<file path="src/rtl/lbist_pkg.sv">
// lbist_pkg: FSM state type and a packed-vector slicing helper shared by the LBIST controller.
package lbist_pkg;

  typedef enum logic [2:0] {
    IDLE,
    MISR_CFG,
    LFSR_SEED,
    WAIT_SIG,
    DONE
  } lbist_state_e;

  localparam int unsigned VEC_MAX_BITS   = 1024;
  localparam int unsigned SLICE_MAX_BITS = 64;

  // Returns slice idx of a packed vector whose slices are width bits each.
  function automatic logic [SLICE_MAX_BITS-1:0] get_slice(
    input logic [VEC_MAX_BITS-1:0] vec,
    input int unsigned             idx,
    input int unsigned             width
  );
    logic [VEC_MAX_BITS-1:0]   shifted;
    logic [SLICE_MAX_BITS-1:0] mask;
    shifted = vec >> (idx * width);
    mask    = {SLICE_MAX_BITS{1'b1}} >> (SLICE_MAX_BITS - width);
    return shifted[SLICE_MAX_BITS-1:0] & mask;
  endfunction

endpackage

</file>
<file path="src/rtl/lbist_watchdog.sv">
// lbist_watchdog: loadable up-counter that flags when it reaches LIMIT-1.
// Only instantiated when LBIST_TIMEOUT_EN is defined.
module lbist_watchdog #(
  parameter int unsigned LIMIT = 1024
) (
  input  logic clk,
  input  logic reset,
  input  logic load,
  input  logic en,
  output logic expired
);

  localparam int unsigned CNT_W = $clog2(LIMIT) + 1;

  logic [CNT_W-1:0] count_q, count_d;

  assign expired = (count_q == CNT_W'(LIMIT - 1));

  always_comb begin
    count_d = count_q;
    if (load) begin
      count_d = '0;
    end else if (en && !expired) begin
      count_d = count_q + CNT_W'(1);
    end
  end

  always_ff @(posedge clk) begin
    if (reset) begin
      count_q <= '0;
    end else begin
      count_q <= count_d;
    end
  end

endmodule

</file>
<file path="src/rtl/lbist_controller.sv">
// lbist_controller: runs one logic-BIST session over NUM_SEEDS seed/golden pairs.
// Define LBIST_TIMEOUT_EN to add a WAIT_SIG watchdog and the ctrl_resp_timeout output.
module lbist_controller
  import lbist_pkg::*;
#(
  parameter int unsigned                          NUM_SEEDS           = 4,
  parameter int unsigned                          SEED_BITS           = 32,
  parameter int unsigned                          SIGNATURE_BITS      = 32,
  parameter int unsigned                          MAX_OUTPUTS_TO_HASH = 32,
  parameter int unsigned                          LBIST_MSG_BITS      = $clog2(MAX_OUTPUTS_TO_HASH),
  parameter logic [NUM_SEEDS*SEED_BITS-1:0]       SEEDS               = '0,
  parameter logic [NUM_SEEDS*SIGNATURE_BITS-1:0]  GOLDEN_SIGNATURES   = '0,
  parameter int unsigned                          TIMEOUT_CYCLES      = 1024
) (
  input  logic                      clk,
  input  logic                      reset,
  input  logic                      ctrl_req_val,
  output logic                      ctrl_req_rdy,
  output logic                      ctrl_resp_val,
  output logic [NUM_SEEDS-1:0]      ctrl_resp_msg,
  input  logic                      ctrl_resp_rdy,
  output logic                      misr_req_val,
  output logic [LBIST_MSG_BITS:0]   misr_req_msg,
  input  logic                      misr_req_rdy,
  input  logic                      misr_resp_val,
  input  logic [SIGNATURE_BITS-1:0] misr_resp_msg,
  output logic                      misr_resp_rdy,
  output logic                      lfsr_req_val,
  output logic [SEED_BITS-1:0]      lfsr_req_msg,
  input  logic                      lfsr_req_rdy
`ifdef LBIST_TIMEOUT_EN
  ,
  output logic                      ctrl_resp_timeout
`endif
);

  localparam int unsigned IDX_W = (NUM_SEEDS > 1) ? $clog2(NUM_SEEDS) : 1;
  localparam int unsigned MSG_W = LBIST_MSG_BITS + 1;
  localparam logic [IDX_W-1:0] LAST_IDX   = IDX_W'(NUM_SEEDS - 1);
  localparam logic [MSG_W-1:0] HASH_COUNT = MSG_W'(MAX_OUTPUTS_TO_HASH);

  lbist_state_e              state_q, state_d;
  logic [IDX_W-1:0]          idx_q, idx_d;
  logic [NUM_SEEDS-1:0]      result_q, result_d;
  logic [SIGNATURE_BITS-1:0] golden;
  logic                      wd_expired;

  logic                      ctrl_req_rdy_q, ctrl_req_rdy_d;
  logic                      ctrl_resp_val_q, ctrl_resp_val_d;
  logic [NUM_SEEDS-1:0]      ctrl_resp_msg_q, ctrl_resp_msg_d;
  logic                      misr_req_val_q, misr_req_val_d;
  logic [MSG_W-1:0]          misr_req_msg_q, misr_req_msg_d;
  logic                      misr_resp_rdy_q, misr_resp_rdy_d;
  logic                      lfsr_req_val_q, lfsr_req_val_d;
  logic [SEED_BITS-1:0]      lfsr_req_msg_q, lfsr_req_msg_d;

`ifdef LBIST_TIMEOUT_EN
  logic timeout_q, timeout_d;
  logic wd_load;

  // Counter restarts on each entry to WAIT_SIG so every seed gets a full window.
  assign wd_load = (state_q != WAIT_SIG) && (state_d == WAIT_SIG);

  lbist_watchdog #(
    .LIMIT(TIMEOUT_CYCLES)
  ) u_watchdog (
    .clk    (clk),
    .reset  (reset),
    .load   (wd_load),
    .en     (state_q == WAIT_SIG),
    .expired(wd_expired)
  );

  assign ctrl_resp_timeout = timeout_q;
`else
  assign wd_expired = 1'b0;
`endif

  always_comb begin
    state_d  = state_q;
    idx_d    = idx_q;
    result_d = result_q;
    golden   = SIGNATURE_BITS'(get_slice(VEC_MAX_BITS'(GOLDEN_SIGNATURES), 32'(idx_q), SIGNATURE_BITS));
`ifdef LBIST_TIMEOUT_EN
    timeout_d = timeout_q;
`endif
    case (state_q)
      IDLE: begin
        if (ctrl_req_val) begin
          idx_d    = '0;
          result_d = '0;
`ifdef LBIST_TIMEOUT_EN
          timeout_d = 1'b0;
`endif
          state_d  = MISR_CFG;
        end
      end
      MISR_CFG:  if (misr_req_rdy) state_d = LFSR_SEED;
      LFSR_SEED: if (lfsr_req_rdy) state_d = WAIT_SIG;
      WAIT_SIG: begin
        if (misr_resp_val) begin
          result_d[idx_q] = (misr_resp_msg == golden);
          if (idx_q == LAST_IDX) begin
            state_d = DONE;
          end else begin
            idx_d   = idx_q + IDX_W'(1);
            state_d = MISR_CFG;
          end
        end else if (wd_expired) begin
          result_d[idx_q] = 1'b0;
`ifdef LBIST_TIMEOUT_EN
          timeout_d = 1'b1;
`endif
          state_d = DONE;
        end
      end
      DONE:    if (ctrl_resp_rdy) state_d = IDLE;
      default: state_d = IDLE;
    endcase

    // Outputs are registered from the next state so each val/msg is glitch-free.
    ctrl_req_rdy_d  = (state_d == IDLE);
    ctrl_resp_val_d = (state_d == DONE);
    ctrl_resp_msg_d = (state_d == DONE) ? result_d : '0;
    misr_req_val_d  = (state_d == MISR_CFG);
    misr_req_msg_d  = (state_d == MISR_CFG) ? HASH_COUNT : '0;
    misr_resp_rdy_d = (state_d == WAIT_SIG);
    lfsr_req_val_d  = (state_d == LFSR_SEED);
    lfsr_req_msg_d  = (state_d == LFSR_SEED)
                    ? SEED_BITS'(get_slice(VEC_MAX_BITS'(SEEDS), 32'(idx_d), SEED_BITS))
                    : '0;
  end

  always_ff @(posedge clk) begin
    if (reset) begin
      state_q         <= IDLE;
      idx_q           <= '0;
      result_q        <= '0;
      ctrl_req_rdy_q  <= 1'b1;
      ctrl_resp_val_q <= 1'b0;
      ctrl_resp_msg_q <= '0;
      misr_req_val_q  <= 1'b0;
      misr_req_msg_q  <= '0;
      misr_resp_rdy_q <= 1'b0;
      lfsr_req_val_q  <= 1'b0;
      lfsr_req_msg_q  <= '0;
`ifdef LBIST_TIMEOUT_EN
      timeout_q       <= 1'b0;
`endif
    end else begin
      state_q         <= state_d;
      idx_q           <= idx_d;
      result_q        <= result_d;
      ctrl_req_rdy_q  <= ctrl_req_rdy_d;
      ctrl_resp_val_q <= ctrl_resp_val_d;
      ctrl_resp_msg_q <= ctrl_resp_msg_d;
      misr_req_val_q  <= misr_req_val_d;
      misr_req_msg_q  <= misr_req_msg_d;
      misr_resp_rdy_q <= misr_resp_rdy_d;
      lfsr_req_val_q  <= lfsr_req_val_d;
      lfsr_req_msg_q  <= lfsr_req_msg_d;
`ifdef LBIST_TIMEOUT_EN
      timeout_q       <= timeout_d;
`endif
    end
  end

  assign ctrl_req_rdy  = ctrl_req_rdy_q;
  assign ctrl_resp_val = ctrl_resp_val_q;
  assign ctrl_resp_msg = ctrl_resp_msg_q;
  assign misr_req_val  = misr_req_val_q;
  assign misr_req_msg  = misr_req_msg_q;
  assign misr_resp_rdy = misr_resp_rdy_q;
  assign lfsr_req_val  = lfsr_req_val_q;
  assign lfsr_req_msg  = lfsr_req_msg_q;

endmodule
</file>
<file path="config.mk">
export PLATFORM = sky130hd
export DESIGN_NAME = lbist_controller
export DESIGN_NICKNAME = d
export VERILOG_FILES = /design/src/rtl/lbist_pkg.sv /design/src/rtl/lbist_watchdog.sv /design/src/rtl/lbist_controller.sv
export SDC_FILE = /design/constraint.sdc
export NUM_CORES = 1
export LEC_CHECK = 0
export CELL_PAD_IN_SITES_DETAIL_PLACEMENT = 0
export CELL_PAD_IN_SITES_GLOBAL_PLACEMENT = 1
export CORE_ASPECT_RATIO = 0.6
export CORE_MARGIN = 1.5
export CORE_UTILIZATION = 25
export CTS_BUF_LIST = sky130_fd_sc_hd__clkbuf_4 sky130_fd_sc_hd__clkbuf_8
export DETAILED_ROUTE_END_ITERATION = 10
export GPL_TIMING_DRIVEN = 0
export PLACE_DENSITY_LB_ADDON = 0.1
export RECOVER_POWER = 25
export REMOVE_ABC_BUFFERS = 1
export SYNTH_ARGS = -nofsm -noshare
export SYNTH_HDL_FRONTEND = slang
export SYNTH_SLANG_ARGS = --single-unit
</file>
<file path="constraint.sdc">
create_clock -name clk -period 5.1 [get_ports clk]
set_clock_uncertainty 0.2 [all_clocks]
set_input_delay 1.02 -clock clk [delete_from_list [all_inputs] [get_ports clk]]
set_output_delay 1.02 -clock clk [all_outputs]
set_load 0.01 [all_outputs]
</file>
==> impl_metrics.toml <==
[status]
status = "finished clean"

[power_and_ir_drop]
power.internal_uw = 252
pwr-share-clk = 0.348
ir_drop_uv = 63.3
swShare = 0.243
p_comb_frac = 0.203
p_switching_uw = 81.0
power_density_nw_per_um2 = 220
p_seq_frac = 0.449
p_leak_uw = 0.000588

[placement]
place_inst = 223
placed_area_um2 = 1480
gp_congestion = 0.665
place_hpwl_um = 1980
io_buffers = 48

[die]
die_w_um = 87.9
core_area_um2 = 4120
initial_core_util = 0.263
die-area_um2 = 4750
core.rowCount = 18
chipHeight_um = 54.0
ios = 86

[critical_path]
crit_arrival_ns = 2.68
cp.required_ns = 5.10
critPathLaunchType = "primary input"
crit_chain = "dlygate4sd3_1 > and4b_4 > nand3_4 > a21oi_1 > and4_1"
crit_fanout = 6
crit_slowest_cell = "dlygate4sd3_1"
rrSetupSlack_ns = 3.30
cp-end-kind = "flop"
reg2reg_depth = 3
timing.rr.end = "ctrl_resp_msg[1]$_SDFF_PP0_"
path_class = "primary input to flop"
r2r-start = "state_q[2]$_SDFF_PP0_"
slowest_delay_ns = 0.63

[sta]
fin_hold_ws_ns = 0.277
period_share = 0.526
final_hold_viol_count = 0
max_slew_margin = 0.618
setup_viol = 0
slew_viol_final = 0
layout_min_cycle_time_ns = 2.69
tns_ns = 0
tightest_slew_ns = 0.567
rsz0062_at_grt = "no"
fmax_ghz = 0.372

[grt]
grt_pass1_vias = 701
antenna_found_initial = 0
gr-total-overflow = 0
grt_max_degree = 11
grt_pass1_wl_um = 3500
grt.total_usage = 0.0989

[hold_path]
holdPathEnd = "result_q[2]$_SDFF_PP0_"
min_path_type = "flop to flop"
holdCritStartpoint = "result_q[2]$_SDFF_PP0_"
hold_depth = 2

[detailed_routing]
drc = 0
wl_um = 2330
ant_nets = 0
viasPerCell = 3.92
dr.pass1.iters = 4
first_iter_violations = 26
wl_per_cell_um = 10.3
dr_total_vias = 890

[clocking]
cts_hold_buffers = 0
post_cts_resized = 0
htree_levels = 1
cts_root_buf = "clkbuf_8"
cts_setup_buffers = 0
cts_sinks = 18
cts_max_path_buffers = 2
clkTransAtPathRegs_ns = 0.07
cts_tree = "done"
clock_latency_ns = 0.26
cts_inserted_buffers = 3

[run]
cap_violations = 0

[synth]
synth_compound_area_frac = 0.117
synth_adder_area_share = 0
synth_top_family_by_area = "buffers and inverters"
yosysSeqAreaShare = 0.333
synthSimpleGateAreaFrac = 0.258
syn-cell-area_um2 = 1080
synth_xor_area_frac = 0
synth_top_area_frac = 0.333
synthMuxAreaShare = 0.0104
synth.top_cells.by_area = "dfxtp_1 (33%), buf_4 (26%), nor4_1 (5.2%), nand3_1 (3.2%), or4b_4 (2.5%)"
ys_seq_elements = 18
ys_types = 38
synth_area_per_cell_um2 = 9.09
yosysWarnings = 0
post-synth-top-area-cell = "dfxtp_1"
syn_inst = 119

[layout]
final_cell_mix = "clkdlybuf4s50_1 (43), conb_1 (37), dfxtp_1 (18)"
final_layout_size_suffix_gt1_frac = 0.0778
fin_nets = 207
design_area_um2 = 1520
syn2layout_area_growth_pct = 40.2
n_fill_cell = 421
post-route-util = 0.368
final_cells = 227
layout_commonest_cell = "clkdlybuf4s50_1"
num_antenna_cells = 0
[logic make-up (layout without fill, tap and decap cells)]
kind of cell           after synthesis  after routing
flip-flops                          18             18
AO/OA/AOI/OAI                       17             17
multiplexers                         1              1
other                                1             37
buffers and inverters               42             54
AND/OR/NAND/NOR                     40             40
[flip-flops by register name, indices dropped and copies added (netlist names)]
register	count
result_q	4
lfsr_req_val	1
idx_q	2
misr_req_msg	1
ctrl_resp_val	1
state_q	3
ctrl_req_rdy	1
ctrl_resp_msg	4
misr_resp_rdy	1
[area by class of cell]
cell class	instances	area (um^2)	share of cell area
Multi-Input combinational cell	95	539	0.355
Timing Repair Buffer	48	480	0.317
Sequential cell	18	360	0.237
Tap cell	60	75.1	0.0495
Clock buffer	4	55.1	0.0363
Inverter	2	7.51	0.00495
[per-stage QoR]
stage               setup WS [ns]  power [uW]
detailed placement           2.30         221
finish                       2.41         333
global route                 2.29         350
CTS                          2.56         338
floorplan                    2.90         179
global placement             2.26         221
[power by group through the flow]
stage	Sequential (uW)	Combinational (uW)	Clock, uW
after floorplan	154	24.7	0
after global placement	153	68.3	0
after detailed placement	153	68.4	0
after CTS	150	68.6	120
after global routing	150	74.5	125
final	150	67.6	116
[synth_stat cells]
cell type  number
a211oi_2        1
a21boi_1        1
a21oi_1         3
a21oi_4         1
a31oi_1         1
and2_1          2
and3_1          2
and3_2          1
and3b_2         1
and4_1          1
and4b_4         1
buf_2           1
buf_4          38
clkbuf_1        1
conb_1          1
dfxtp_1        18
inv_1           2
mux2_2          1
nand2_1         2
nand3_1         7
nand3_4         1
nand3b_1        1
nand4_1         2
nor2_1          1
nor2b_1         2
nor3_1          1
nor4_1          9
o211a_1         1
o21ai_0         4
o21ai_1         1
o311a_1         1
o311ai_0        1
o31ai_1         2
or2_2           1
or3_1           1
or3b_2          1
or4_1           1
or4b_4          2
[worst max-delay path: cells and delay by family]
kind	cells	cell delay [ns]
compound gates	1	0.35
simple gates	3	0.67
buf+inv	1	0.63
[routing by layer]
metal | vias up | GRT usage | share of wire
met2 | 45 | 0.149 | 0.43
li1 | 450 | - | -
met4 | 0 | 0.0238 | 0.0052
met5 | - | 0 | 0
met3 | 2 | 0.0353 | 0.080
met1 | 393 | 0.135 | 0.48
[how the worst max path moves through the flow]
stage	startpoint	end	slack, ns	depth (start not counted)
6_report	misr_resp_val	ctrl_resp_msg[1]$_SDFF_PP0_	2.41	5
5_1_grt	misr_resp_val	ctrl_resp_msg[1]$_SDFF_PP0_	2.29	5
4_1_cts	misr_resp_val	ctrl_resp_msg[3]$_SDFF_PP0_	2.56	5
2_1_floorplan	misr_resp_msg[18]	result_q[2]$_SDFF_PP0_	2.90	4
3_5_place_dp	misr_resp_val	ctrl_resp_msg[3]$_SDFF_PP0_	2.30	5
3_3_place_gp	reset	ctrl_req_rdy$_SDFF_PP1_	2.26	3
No activity file was read; power rests on OpenSTA's default activity.
